[config.mk]
export PLATFORM = sky130hd
export DESIGN_NAME = div_seq_unit
export DESIGN_NICKNAME = d
export VERILOG_FILES = /design/src/rtl/div_pkg.sv /design/src/rtl/div_restore_step.sv /design/src/rtl/div_seq_unit.sv
export SDC_FILE = /design/constraint.sdc
export NUM_CORES = 1
export LEC_CHECK = 0
export ABC_AREA = 0
export ABC_CLOCK_PERIOD_IN_PS = 2300
export CORE_UTILIZATION = 51
export CTS_CLUSTER_SIZE = 20
export DETAILED_ROUTE_END_ITERATION = 8
export GPL_ROUTABILITY_DRIVEN = 0
export HOLD_SLACK_MARGIN = 0.03
export PLACE_DENSITY_LB_ADDON = 0.25
export SLEW_MARGIN = 20
export SYNTH_ARGS = -nofsm -noshare
export SYNTH_HDL_FRONTEND = slang
export SYNTH_SLANG_ARGS = --single-unit
[constraint.sdc]
create_clock -name clock -period 2.3 [get_ports clock]
set_input_delay 0.46 -clock clock [delete_from_list [all_inputs] [get_ports clock]]
set_output_delay 0.46 -clock clock [all_outputs]
set_load 0.02 [all_outputs]
[src/rtl/div_pkg.sv]
// div_pkg
// Shared definitions for the sequential restoring divider:
//   - div_state_t : controller states (IDLE, CHECK, ITER, FIXUP, DONE)
//   - clog2       : bit-counter width helper (never returns less than 1)
//   - DIV0_FILL_BIT : fill bit replicated across the quotient on divide-by-zero
package div_pkg;

  typedef enum logic [2:0] {
    IDLE,
    CHECK,
    ITER,
    FIXUP,
    DONE
  } div_state_t;

  // Divide-by-zero reports an all-ones quotient.
  localparam logic DIV0_FILL_BIT = 1'b1;

  // Number of bits needed to count 0..value-1, minimum 1.
  function automatic int clog2(input int value);
    int result;
    int remaining;
    result    = 0;
    remaining = value - 1;
    while (remaining > 0) begin
      result++;
      remaining = remaining >> 1;
    end
    if (result < 1) begin
      result = 1;
    end
    return result;
  endfunction

endpackage

[src/rtl/div_restore_step.sv]
// div_restore_step
// One restoring-division step: shift the partial remainder left, bring in
// the next dividend bit, trial-subtract the divisor and keep or restore.
// Ports:
//   rem_i     - partial remainder before the step (WIDTH+1 bits)
//   bit_i     - next dividend bit, MSB first
//   divisor_i - divisor magnitude
//   rem_o     - partial remainder after the step
//   qbit_o    - quotient bit produced by this step
module div_restore_step #(
  parameter int WIDTH = 8
) (
  input  logic [WIDTH:0]   rem_i,
  input  logic             bit_i,
  input  logic [WIDTH-1:0] divisor_i,
  output logic [WIDTH:0]   rem_o,
  output logic             qbit_o
);
  import div_pkg::*;

  logic [WIDTH+1:0] shiftedWide;
  logic [WIDTH+1:0] trialDiff;

  // The subtraction runs one bit wider than the partial remainder so its
  // MSB is a clean borrow: set means the trial went negative and the
  // shifted value must be restored.
  always_comb begin
    shiftedWide = {rem_i, bit_i};
    trialDiff   = shiftedWide - {2'b00, divisor_i};
    qbit_o      = ~trialDiff[WIDTH+1];
    rem_o       = qbit_o ? trialDiff[WIDTH:0] : shiftedWide[WIDTH:0];
  end

endmodule

[src/rtl/div_seq_unit.sv]
// div_seq_unit
// Self-timed restoring integer divider, one quotient bit per clock.
// Signed operands are reduced to magnitudes on accept and the signs are
// reapplied in FIXUP (truncation toward zero, remainder follows dividend).
// Ports:
//   clock, reset_n       - clock and asynchronous active-low reset
//   start                - request, honoured only in IDLE
//   is_signed            - two's complement operands (if SIGNED_EN != 0)
//   dividend, divisor    - operands, sampled on the accepting edge
//   busy                 - high whenever the unit is not IDLE
//   done                 - one-cycle pulse, results valid
//   error                - divide-by-zero flag, held until next accept
//   quotient, remainder  - results, held until next accept
module div_seq_unit #(
  parameter int WIDTH     = 8,
  parameter int SIGNED_EN = 1
) (
  input  logic             clock,
  input  logic             reset_n,
  input  logic             start,
  input  logic             is_signed,
  input  logic [WIDTH-1:0] dividend,
  input  logic [WIDTH-1:0] divisor,
  output logic             busy,
  output logic             done,
  output logic             error,
  output logic [WIDTH-1:0] quotient,
  output logic [WIDTH-1:0] remainder
);
  import div_pkg::*;

  localparam int CW = clog2(WIDTH);

  div_state_t       state_q;
  logic [WIDTH-1:0] dvd_q;
  logic [WIDTH-1:0] dsr_q;
  logic [WIDTH:0]   prem_q;
  logic [CW-1:0]    cnt_q;
  logic             signQ_q;
  logic             signR_q;
  logic             done_q;
  logic             err_q;
  logic [WIDTH-1:0] quo_q;
  logic [WIDTH-1:0] rmd_q;

  logic             signedMode;
  logic             dvdNeg;
  logic             dsrNeg;
  logic [WIDTH-1:0] dvd_d;
  logic [WIDTH-1:0] dsr_d;
  logic [WIDTH-1:0] quoFix;
  logic [WIDTH-1:0] remFix;
  logic [WIDTH-1:0] div0Rem;
  logic [WIDTH:0]   stepRem;
  logic             stepBit;

  // Operand magnitudes for capture, and sign-corrected results for
  // FIXUP/CHECK. The most-negative value negates to itself, which as an
  // unsigned magnitude is exactly right, so no special case is needed.
  // Negating the captured magnitude by sign_r also recovers the original
  // dividend for the divide-by-zero remainder.
  always_comb begin
    signedMode = is_signed && (SIGNED_EN != 0);
    dvdNeg     = signedMode && dividend[WIDTH-1];
    dsrNeg     = signedMode && divisor[WIDTH-1];
    dvd_d      = dvdNeg ? -dividend : dividend;
    dsr_d      = dsrNeg ? -divisor : divisor;
    quoFix     = signQ_q ? -dvd_q : dvd_q;
    remFix     = signR_q ? -prem_q[WIDTH-1:0] : prem_q[WIDTH-1:0];
    div0Rem    = signR_q ? -dvd_q : dvd_q;
  end

  div_restore_step #(
    .WIDTH(WIDTH)
  ) u_step (
    .rem_i    (prem_q),
    .bit_i    (dvd_q[WIDTH-1]),
    .divisor_i(dsr_q),
    .rem_o    (stepRem),
    .qbit_o   (stepBit)
  );

  // Controller and datapath. dvd_q doubles as the quotient shift register:
  // dividend bits leave at the top while quotient bits enter at the bottom,
  // so after WIDTH steps it holds the unsigned quotient.
  always_ff @(posedge clock or negedge reset_n) begin
    if (!reset_n) begin
      state_q <= IDLE;
      dvd_q   <= '0;
      dsr_q   <= '0;
      prem_q  <= '0;
      cnt_q   <= '0;
      signQ_q <= 1'b0;
      signR_q <= 1'b0;
      done_q  <= 1'b0;
      err_q   <= 1'b0;
      quo_q   <= '0;
      rmd_q   <= '0;
    end else begin
      done_q <= 1'b0;
      case (state_q)
        IDLE: begin
          if (start) begin
            dvd_q   <= dvd_d;
            dsr_q   <= dsr_d;
            signQ_q <= dvdNeg ^ dsrNeg;
            signR_q <= dvdNeg;
            err_q   <= 1'b0;
            quo_q   <= '0;
            rmd_q   <= '0;
            state_q <= CHECK;
          end
        end
        CHECK: begin
          if (dsr_q == '0) begin
            err_q   <= 1'b1;
            quo_q   <= {WIDTH{DIV0_FILL_BIT}};
            rmd_q   <= div0Rem;
            done_q  <= 1'b1;
            state_q <= DONE;
          end else begin
            prem_q  <= '0;
            cnt_q   <= CW'(WIDTH - 1);
            state_q <= ITER;
          end
        end
        ITER: begin
          prem_q <= stepRem;
          dvd_q  <= {dvd_q[WIDTH-2:0], stepBit};
          if (cnt_q == '0) begin
            state_q <= FIXUP;
          end else begin
            cnt_q <= cnt_q - CW'(1);
          end
        end
        FIXUP: begin
          quo_q   <= quoFix;
          rmd_q   <= remFix;
          done_q  <= 1'b1;
          state_q <= DONE;
        end
        DONE: begin
          state_q <= IDLE;
        end
        default: begin
          state_q <= IDLE;
        end
      endcase
    end
  end

  assign busy      = (state_q != IDLE);
  assign done      = done_q;
  assign error     = err_q;
  assign quotient  = quo_q;
  assign remainder = rmd_q;

endmodule

==> results of run 1 <==
[area by class of cell]
class,instances,share of cell area (%)
inverters,22,2.06
repair buffers,59,14.0
clock inverters,2,0.344
clock buffers,5,1.72
well taps,75,2.35
flip-flops and latches,51,31.9
multi-input cells,272,47.7
[worst paths after layout]
kind | cells past startpoint | startpoint | slack, ns | end
max | 10 | dvd_q[7]$_DFFE_PN0P_ | 0.1 | prem_q[6]$_DFFE_PN0P_
min | 1 | reset_n | 0.12 | remainder[0]$_DFFE_PN0P_
max reg2reg | 10 | dvd_q[7]$_DFFE_PN0P_ | 0.1 | prem_q[6]$_DFFE_PN0P_
min reg2reg | 1 | cnt_q[0]$_DFFE_PN0P_ | 0.48 | cnt_q[0]$_DFFE_PN0P_
max in group asynchronous | 2 | reset_n | 1.63 | dsr_q[2]$_DFFE_PN0P_
min in group clock | 1 | cnt_q[0]$_DFFE_PN0P_ | 0.48 | cnt_q[0]$_DFFE_PN0P_
[cell usage after synthesis, types with 2 or more instances]
| master | instances |
|---|---|
| nor2_1 | 21 |
| a211oi_1 | 3 |
| mux2i_1 | 12 |
| nor3_1 | 8 |
| xnor2_1 | 15 |
| xor2_1 | 18 |
| nor4_1 | 3 |
| a21oi_1 | 15 |
| ha_1 | 14 |
| nand3_1 | 10 |
| or3_1 | 5 |
| o31ai_1 | 5 |
| o211ai_1 | 2 |
| mux2_2 | 8 |
| a21oi_2 | 2 |
| nor2b_1 | 5 |
| nand2b_1 | 5 |
| a211o_1 | 2 |
| clkbuf_8 | 2 |
| o22ai_1 | 10 |
| dfrtp_1 | 51 |
| buf_6 | 3 |
| o21ai_0 | 32 |
| a22oi_1 | 8 |
| clkbuf_1 | 6 |
| inv_1 | 22 |
| nand2_1 | 39 |
| or3_4 | 2 |
| and3_1 | 2 |
| o21a_1 | 7 |
[sequential cells by signal, summed over array words and instances (netlist names)]
name / flops
done: 1
cnt_q: 3
signR_q: 1
prem_q: 9
quotient: 8
dsr_q: 8
state_q: 3
signQ_q: 1
dvd_q: 8
remainder: 8
error: 1
[power by group through the flow]
stage                     logic [µW]  registers [µW]  clock network (µW)
after floorplan                 2550            1740                   0
after global placement          3610            1690                   0
after detailed placement        3690            1710                   0
after CTS                       3700            1690                 522
after global routing            4360            1770                 548
final                           3960            1710                 507
[cells by family after synthesis]
group,after synthesis,share of synthesized area [%]
xor+xnor,34,9.27
mux,21,6.84
buf+inv,34,5.21
compound gates,93,17.9
simple gates,108,16.0
flops,51,38.8
fa+ha+maj,15,5.93
[critical path, stage by stage (launching register included)]
cell and delay (ns):
dfrtp_1 0.40, inv_2 0.08, ha_4 0.13, inv_2 0.03
fa_2 0.34, a211oi_2 0.25, nor2_2 0.07, or4_1 0.39
o311a_1 0.14, mux2i_1 0.17, o21ai_1 0.08
[layer usage]
layer	vias to the layer above	part of all wire, %	routed length, µm	global-route usage, %
met1	1236	48	3400	29.5
met3	10	3.7	258	3.96
met2	62	46	3230	37.2
li1	1366	-	-	-
met4	0	1.8	123	7.54
met5	-	0	0	0
[what timing repair did]
| action | in CTS | in global routing |
|---|---|---|
| hold endpoints to repair | 0 | 0 |
| resized for setup | 0 | 11 |
| setup buffers | 0 | 1 |
| setup endpoints to repair | 0 | 8 |
[stage by stage]
step / worst slack (ns) / total power, µW
final: 0.0954 / 6180
after global placement: 0.145 / 5300
after CTS: 0.0200 / 5910
after global routing: -0.0349 / 6680
after floorplan: 0.112 / 4290
after detailed placement: 0.0295 / 5400
==> out/metrics.cfg, run 1 <==
[synthesis]
syn_area_um2 = 3290
ys_ff_latch = 51
syn_area_per_cell_um2 = 9.25
yosys_warnings = 0
netlist_top_cells_area = dfrtp_1 (39%), ha_1 (5.3%), o21ai_0 (4.9%)
ys_seq_area_share_pct = 38.8
syn_inst = 356
netlist-cell-type-count = 49
ys_async_sr_fraction_pct = 100
synth_edf_count = 0
yosysTopAreaCellShare_pct = 38.8
synth_top_area_cell = dfrtp_1
syn_nets = 391
synthFlopType = dfrtp_1

[timing]
fin_setup_tns_ns = 0
slew_violations = 0
hold_viol_final = 0
period_needed_ns = 2.20
skew_ns = 0.0155
hold_slack_ns = 0.122
tightest_slew_ns = 0.600
relSlewSlack_pct = 59.8
post-route-period-util_pct = 95.9
rsz0062_at_grt = yes
fmaxAchievable_mhz = 454
setup_viol = 0

[clock_tree]
ctsHoldBuffers = 0
cts_tree = built
htreeDepth = 2
path_clk_slew_ns = 0.10
cts_root_buf = clkbuf_8
cts_buffers = 5
clk_latency_ns = 0.32
cts_buffer_depth = 2
cts_sinks = 51

[routing]
viasPerCell = 5.50
routed_wl_mm = 7.01
vias = 2674
postRouteAntennaNets = 0
drt_iter0_markers = 145
post-route-drc-count = 0
drt_pre_antenna_iters = 4
drt-wirelength-per-cell_um = 14.4

[floorplan]
start_util_pct = 54.3
rows = 28
io_pins = 39
dieArea_um2 = 6780
die_w_um = 82.3
core-area_um2 = 6060
die_h_um = 82.3

[global_route]
grt_pass1_wl_mm = 11.3
grt_max_degree = 29
grt_remaining_overflow = 0
grt_antenna_before_repair = 0
grt_pass1_vias = 2448
grt.total_usage_pct = 22.4

[final_layout]
fin_cells = 486
final_util_pct = 66.0
final_common_cell = dfrtp_1
num-nets-final = 446
diodes = 0
drive_above_1_share_pct = 13.9
multi_input_area_um2 = 1910
design_area_um2 = 4000
final_cell_mix = dfrtp_1 (51), nand2_1 (39), clkdlybuf4s50_1 (37), o21ai_0 (31)
fillers = 505
area_delta_synth_final_pct = 21.5
ff_latch_area_um2 = 1280

[job]
drv_cap = 0

[status]
outcome = finished, final reports clean

[critical_path]
cp.required_ns = 2.49
path_class = reg2reg
start_kind = flip-flop
cp.arrival_ns = 2.39
cp_max_fo = 3
critical_path.endpoint_type = flip-flop

[placement]
dp_cells = 477
dpl_cell_area_um2 = 3850
dp.final_hpwl_mm = 5.41
port_buffers = 38

[power_and_ir_drop]
ir_drop_v = 0.000786
leakagePower_uw = 0.00177
power_frac_comb_pct = 64.1
intPower_uw = 3400
swShare_pct = 45.0
power_density_nw_per_um2 = 1550
clkPwrFrac_pct = 8.2
p_sw_uw = 2780
power_frac_seq_pct = 27.7

[worst_hold_path]
holdCritPathClass = in2async

Power figures use the tool's default switching activity.
==> run 2, diff against run 1 <==
SKIP_LAST_GASP = 1   (was default)
==> run 2 against run 1 <==
  * Non-clock buffer count unchanged
  * Utilization down 0.17 points
  * Worst hold slack better by 0.0015 ns
  * Wire length about the same
  * Clock skew about the same
  * Via count up 0.49%
  * Combinational power about the same
  * Critical path depth unchanged
  * Die area unchanged
  * Cell area down 0.25%
  * Maximum frequency down 3.2%
  * Global-route usage unchanged
  * Largest cell class unchanged
  * Highest routed layer unchanged
==> out/metrics.cfg, run 2 (synthesis results as in run 1) <==
[floorplan]
io_pins = 39  ; unchanged
start_util_pct = 54.3  ; unchanged
rows = 28  ; unchanged
core-area_um2 = 6060  ; unchanged
dieArea_um2 = 6780  ; unchanged
die_w_um = 82.3  ; unchanged
die_h_um = 82.3  ; unchanged

[routing]
post-route-drc-count = 0  ; unchanged
vias = 2687  ; +0.49%
postRouteAntennaNets = 0  ; unchanged
drt-wirelength-per-cell_um = 14.4  ; about the same
drt_iter0_markers = 169  ; +17%
drt_pre_antenna_iters = 4  ; unchanged
routed_wl_mm = 7.01  ; about the same
viasPerCell = 5.53  ; +0.49%

[global_route]
grt.total_usage_pct = 22.4  ; unchanged
grt_antenna_before_repair = 0  ; unchanged
grt_max_degree = 29  ; unchanged
grt_pass1_vias = 2448  ; unchanged
grt_pass1_wl_mm = 11.3  ; unchanged
grt_remaining_overflow = 0  ; unchanged

[critical_path]
path_class = reg2reg
rr_worst_depth = 10  ; unchanged
cp_max_fo = 3  ; unchanged
start_kind = flip-flop
cp.required_ns = 2.49  ; about the same
cp.arrival_ns = 2.47  ; +0.08 ns
r2r_slack_ns = 0.02  ; -0.07 ns
critical_path.endpoint_type = flip-flop

[final_layout]
num-nets-final = 446  ; unchanged
final_common_cell = dfrtp_1
max_flop_register = prem_q
largest_register_ffs = 9  ; unchanged
diodes = 0  ; unchanged
final_cell_mix = dfrtp_1 (51), nand2_1 (39), clkdlybuf4s50_1 (37), o21ai_0 (31), inv_1 (21)
drive_above_1_share_pct = 13.6  ; -0.24 points
area_delta_synth_final_pct = 21.2
fillers = 509  ; +0.79%

[timing]
period_needed_ns = 2.28  ; +0.0739 ns
relSlewSlack_pct = 59.7  ; -0.15 points
slew_violations = 0  ; unchanged
rsz0062_at_grt = yes
hold_viol_final = 0  ; unchanged
setup_viol = 0  ; unchanged
hold_slack_ns = 0.123  ; +0.00150 ns
fmaxAchievable_mhz = 439  ; -3.2%
post-route-period-util_pct = 99.1  ; +3.2 points
skew_ns = 0.0153  ; -0.000138 ns
tightest_slew_ns = 0.603  ; +0.00227 ns
fin_setup_tns_ns = 0  ; unchanged

[worst_hold_path]
holdCritPathClass = in2async

[clock_tree]
cts_sinks = 51  ; unchanged
cts_root_buf = clkbuf_8
htreeDepth = 2  ; unchanged
clk_latency_ns = 0.31  ; about the same
cts_tree = built
cts_buffer_depth = 2  ; unchanged
cts_buffers = 5  ; unchanged
path_clk_slew_ns = 0.10  ; about the same

[power_and_ir_drop]
ir_drop_v = 0.000789  ; +0.34%
leakagePower_uw = 0.00177  ; about the same
power_density_nw_per_um2 = 1540  ; about the same

[job]
drv_cap = 0  ; unchanged

[placement]
dp.final_hpwl_mm = 5.41  ; unchanged
port_buffers = 38  ; unchanged

[status]
outcome = finished, final reports clean

## run 2: cell types whose count changed in the layout (fill, tap and decap cells not counted)
cell	before	now
inv_1	20	21
ha_2	0	1
ha_4	1	0
inv_2	2	1
## run 2: worst paths after layout
check                                     start                  endpoint
max                        dvd_q[7]$_DFFE_PN0P_     prem_q[6]$_DFFE_PN0P_
min                                     reset_n  remainder[0]$_DFFE_PN0P_
max reg2reg                dvd_q[7]$_DFFE_PN0P_     prem_q[6]$_DFFE_PN0P_
min reg2reg                cnt_q[0]$_DFFE_PN0P_      cnt_q[0]$_DFFE_PN0P_
max in group asynchronous               reset_n      dsr_q[3]$_DFFE_PN0P_
min in group clock         cnt_q[0]$_DFFE_PN0P_      cnt_q[0]$_DFFE_PN0P_
## run 2: per-layer routing
layer	GRT usage [%]	wire length, µm
met3	3.96	289
met4	7.54	110
met1	29.5	3350
met2	37.2	3260
met5	0	0
## run 2: layout make-up
cell class              instances  area [µm²]  share of cell area, %
well taps                      75        93.8                   2.35
flip-flops and latches         51        1280                   32.0
inverters                      22        82.6                   2.07
clock inverters                 2        13.8                  0.345
multi-input cells             272        1900                   47.5
clock buffers                   5        68.8                   1.72
repair buffers                 59         558                   14.0
## run 2: report_power, final
group / internal, µW / switching (µW)
clock: 209 / 295
combinational: 1890 / 2060
sequential: 1290 / 412
total: 3390 / 2770
## run 2: worst max-delay path: stages (launching register included)
cell and delay (ns):
dfrtp_1 0.40, inv_2 0.06, ha_2 0.16, inv_1 0.05
fa_2 0.35, a211oi_2 0.27, nor2_2 0.08, or4_1 0.40
o311a_1 0.14, mux2i_1 0.18, o21ai_1 0.09
## run 2: per-stage QoR
| stage | instance area (µm²) | setup slack (ns) | power, µW | cells | utilization, % |
|---|---|---|---|---|---|
| floorplan | 3290 | 0.112 | 4290 | 356 | - |
| global placement | 3850 | 0.145 | 5300 | 477 | 63.5 |
| detailed placement | 3850 | 0.0295 | 5400 | 477 | 63.5 |
| CTS | 3930 | 0.0200 | 5910 | 484 | 64.8 |
| global route | 3990 | -0.0994 | 6660 | 486 | 65.8 |
| finish | 3990 | 0.0216 | 6160 | 486 | 65.8 |
## run 2: timing repair
item,4_1_cts,5_1_grt
buffers inserted,0,1
resized for setup,0,9
endpoints found under the setup margin,0,8
hold buffers,0,0
==> run 3, diff against run 2 <==
--- a/constraint.sdc
+++ b/constraint.sdc
@@ -3,2 +3,2 @@
 set_output_delay 0.46 -clock clock [all_outputs]
-set_load 0.02 [all_outputs]
+set_load 0.05 [all_outputs]
==> run 3 against run 2 <==
  * Sequential power about the same
  * Maximum frequency up 3.3%
  * Critical path depth down 1
  * Clock skew down 0.0013 ns
  * Critical path type unchanged
==> out/metrics.cfg, run 3 (synthesis results as in run 1) <==
[status]
outcome = finished, final reports clean

[worst_hold_path]
holdCritPathClass = in2async

[clock_tree]
cts_tree = built
clk_latency_ns = 0.32  ; about the same
ctsHoldBuffers = 0  ; unchanged
path_clk_slew_ns = 0.10  ; about the same
htreeDepth = 2  ; unchanged
cts_buffer_depth = 2  ; unchanged
cts_sinks = 51  ; unchanged
cts_root_buf = clkbuf_8
cts_buffers = 5  ; unchanged

[floorplan]
die_h_um = 82.3  ; unchanged
die_w_um = 82.3  ; unchanged
dieArea_um2 = 6780  ; unchanged
rows = 28  ; unchanged
start_util_pct = 54.3  ; unchanged
io_pins = 39  ; unchanged
core-area_um2 = 6060  ; unchanged

[final_layout]
fillers = 496  ; -2.6%
final_cell_mix = dfrtp_1 (51), nand2_1 (39), clkdlybuf4s50_1 (36), o21ai_0 (32)
fin_cells = 490  ; +0.82%
num-nets-final = 449  ; +0.67%
drive_above_1_share_pct = 14.5  ; +0.83 points
max_flop_register = prem_q
diodes = 0  ; unchanged
ff_latch_area_um2 = 1280  ; unchanged
multi_input_area_um2 = 1880  ; -1.1%
area_delta_synth_final_pct = 22.9
final_common_cell = dfrtp_1
largest_register_ffs = 9  ; unchanged

[timing]
slew_violations = 0  ; unchanged
hold_viol_final = 0  ; unchanged
fin_setup_tns_ns = 0  ; unchanged
fmaxAchievable_mhz = 454  ; +3.3%
setup_viol = 0  ; unchanged
hold_slack_ns = 0.127  ; +0.00353 ns
period_needed_ns = 2.20  ; -0.0737 ns
relSlewSlack_pct = 59.0  ; -0.68 points
post-route-period-util_pct = 95.9  ; -3.2 points
skew_ns = 0.0140  ; -0.00128 ns
rsz0062_at_grt = yes
tightest_slew_ns = 0.613  ; +0.0102 ns

[routing]
drt_iter0_markers = 176  ; +4.1%
post-route-drc-count = 0  ; unchanged
routed_wl_mm = 7.12  ; +1.6%
viasPerCell = 5.61  ; +1.4%
drt_pre_antenna_iters = 4  ; unchanged
vias = 2748  ; +2.3%
postRouteAntennaNets = 0  ; unchanged
drt-wirelength-per-cell_um = 14.5  ; +0.78%

[power_and_ir_drop]
ir_drop_v = 0.000865  ; +9.7%
intPower_uw = 3640  ; +7.5%
power_frac_seq_pct = 24.9  ; -2.8 points
power_density_nw_per_um2 = 1670  ; +8.0%
p_sw_uw = 3100  ; +12%
leakagePower_uw = 0.00180  ; +2.1%
power_uw = 6750  ; +9.5%
power_frac_comb_pct = 65.3  ; +1.1 points
swShare_pct = 46.0  ; +1.0 points
clkPwrFrac_pct = 9.8  ; +1.6 points

[critical_path]
cp.arrival_ns = 2.46  ; about the same
cp_max_fo = 6  ; +3
rr_worst_depth = 9  ; -1
worstReg2RegStart = prem_q[6]$_DFFE_PN0P_
cp.required_ns = 2.56  ; +0.07 ns
r2r-end = prem_q[8]$_DFFE_PN0P_
path_class = reg2reg
critical_path.endpoint_type = flip-flop
start_kind = flip-flop
r2r_slack_ns = 0.1  ; +0.07 ns

[placement]
port_buffers = 38  ; unchanged
dp_cells = 477  ; unchanged
dp.final_hpwl_mm = 5.51  ; +1.7%

[global_route]
grt_antenna_before_repair = 0  ; unchanged
grt.total_usage_pct = 23.3  ; +0.88 points
grt_remaining_overflow = 0  ; unchanged
grt_max_degree = 29  ; unchanged
grt_pass1_vias = 2505  ; +2.3%
grt_pass1_wl_mm = 11.7  ; +3.1%

[job]
drv_cap = 0  ; unchanged

==> run 3: layout make-up <==
class / instances / area share [%]
clock buffer: 6 / 2.04
clock inverter: 2 / 0.866
inverter: 22 / 2.04
multi-input combinational: 271 / 46.4
sequential: 51 / 31.5
tap: 75 / 2.32
timing repair buffer: 63 / 14.8
==> run 3: repair_timing <==
item / CTS / global route
buffers inserted: 0 / 5
endpoints found under the setup margin: 2 / 8
pin swaps: 0 / 2
gates resized for setup: 2 / 6
==> run 3: metrics by stage <==
stage                     area, µm²  setup slack, ns  utilization, %
after floorplan                3290            0.112               -
after global placement         3850            0.126            63.5
after detailed placement       3850           0.0165            63.5
after CTS                      3980           0.0239            65.6
after global routing           4050          -0.0461            66.8
final                          4050           0.0953            66.8
==> run 3: worst max-delay path by stage <==
stage                           from                     to  slack [ns]  depth (start not counted)
6_report       prem_q[6]$_DFFE_PN0P_  prem_q[8]$_DFFE_PN0P_         0.1                          9
5_1_grt         dvd_q[7]$_DFFE_PN0P_  prem_q[6]$_DFFE_PN0P_       -0.05                         10
4_1_cts         dvd_q[7]$_DFFE_PN0P_  prem_q[6]$_DFFE_PN0P_        0.02                         10
3_5_place_dp    dvd_q[7]$_DFFE_PN0P_  prem_q[6]$_DFFE_PN0P_        0.02                         10
3_3_place_gp    dvd_q[7]$_DFFE_PN0P_  prem_q[6]$_DFFE_PN0P_        0.13                         10
2_1_floorplan   dvd_q[7]$_DFFE_PN0P_  prem_q[6]$_DFFE_PN0P_        0.11                         10
==> run 3: power by group through the flow <==
stage                     Combinational [µW]  Sequential, µW  Clock, µW
after floorplan                         2580            2040          0
after global placement                  3980            1670          0
after detailed placement                4070            1690          0
after CTS                               4130            1680        669
after global routing                    4820            1730        704
final                                   4410            1680        659
==> run 3: worst max-delay path, cell delays in order, from the launching register on <==
cell	delay [ns]
dfrtp_1	0.42
ha_2	0.40
nand3_1	0.11
o211ai_1	0.25
a21oi_2	0.05
buf_4	0.16
buf_4	0.13
or3_1	0.30
a211o_1	0.26
nand3_1	0.06
==> run 3: per-layer routing <==
layer | up-vias | routed length, µm | global-route usage, %
met5 | - | 0 | 0
met4 | 0 | 133 | 7.72
met2 | 74 | 3390 | 38.8
met3 | 13 | 324 | 4.73
met1 | 1287 | 3280 | 30.1
li1 | 1374 | - | -
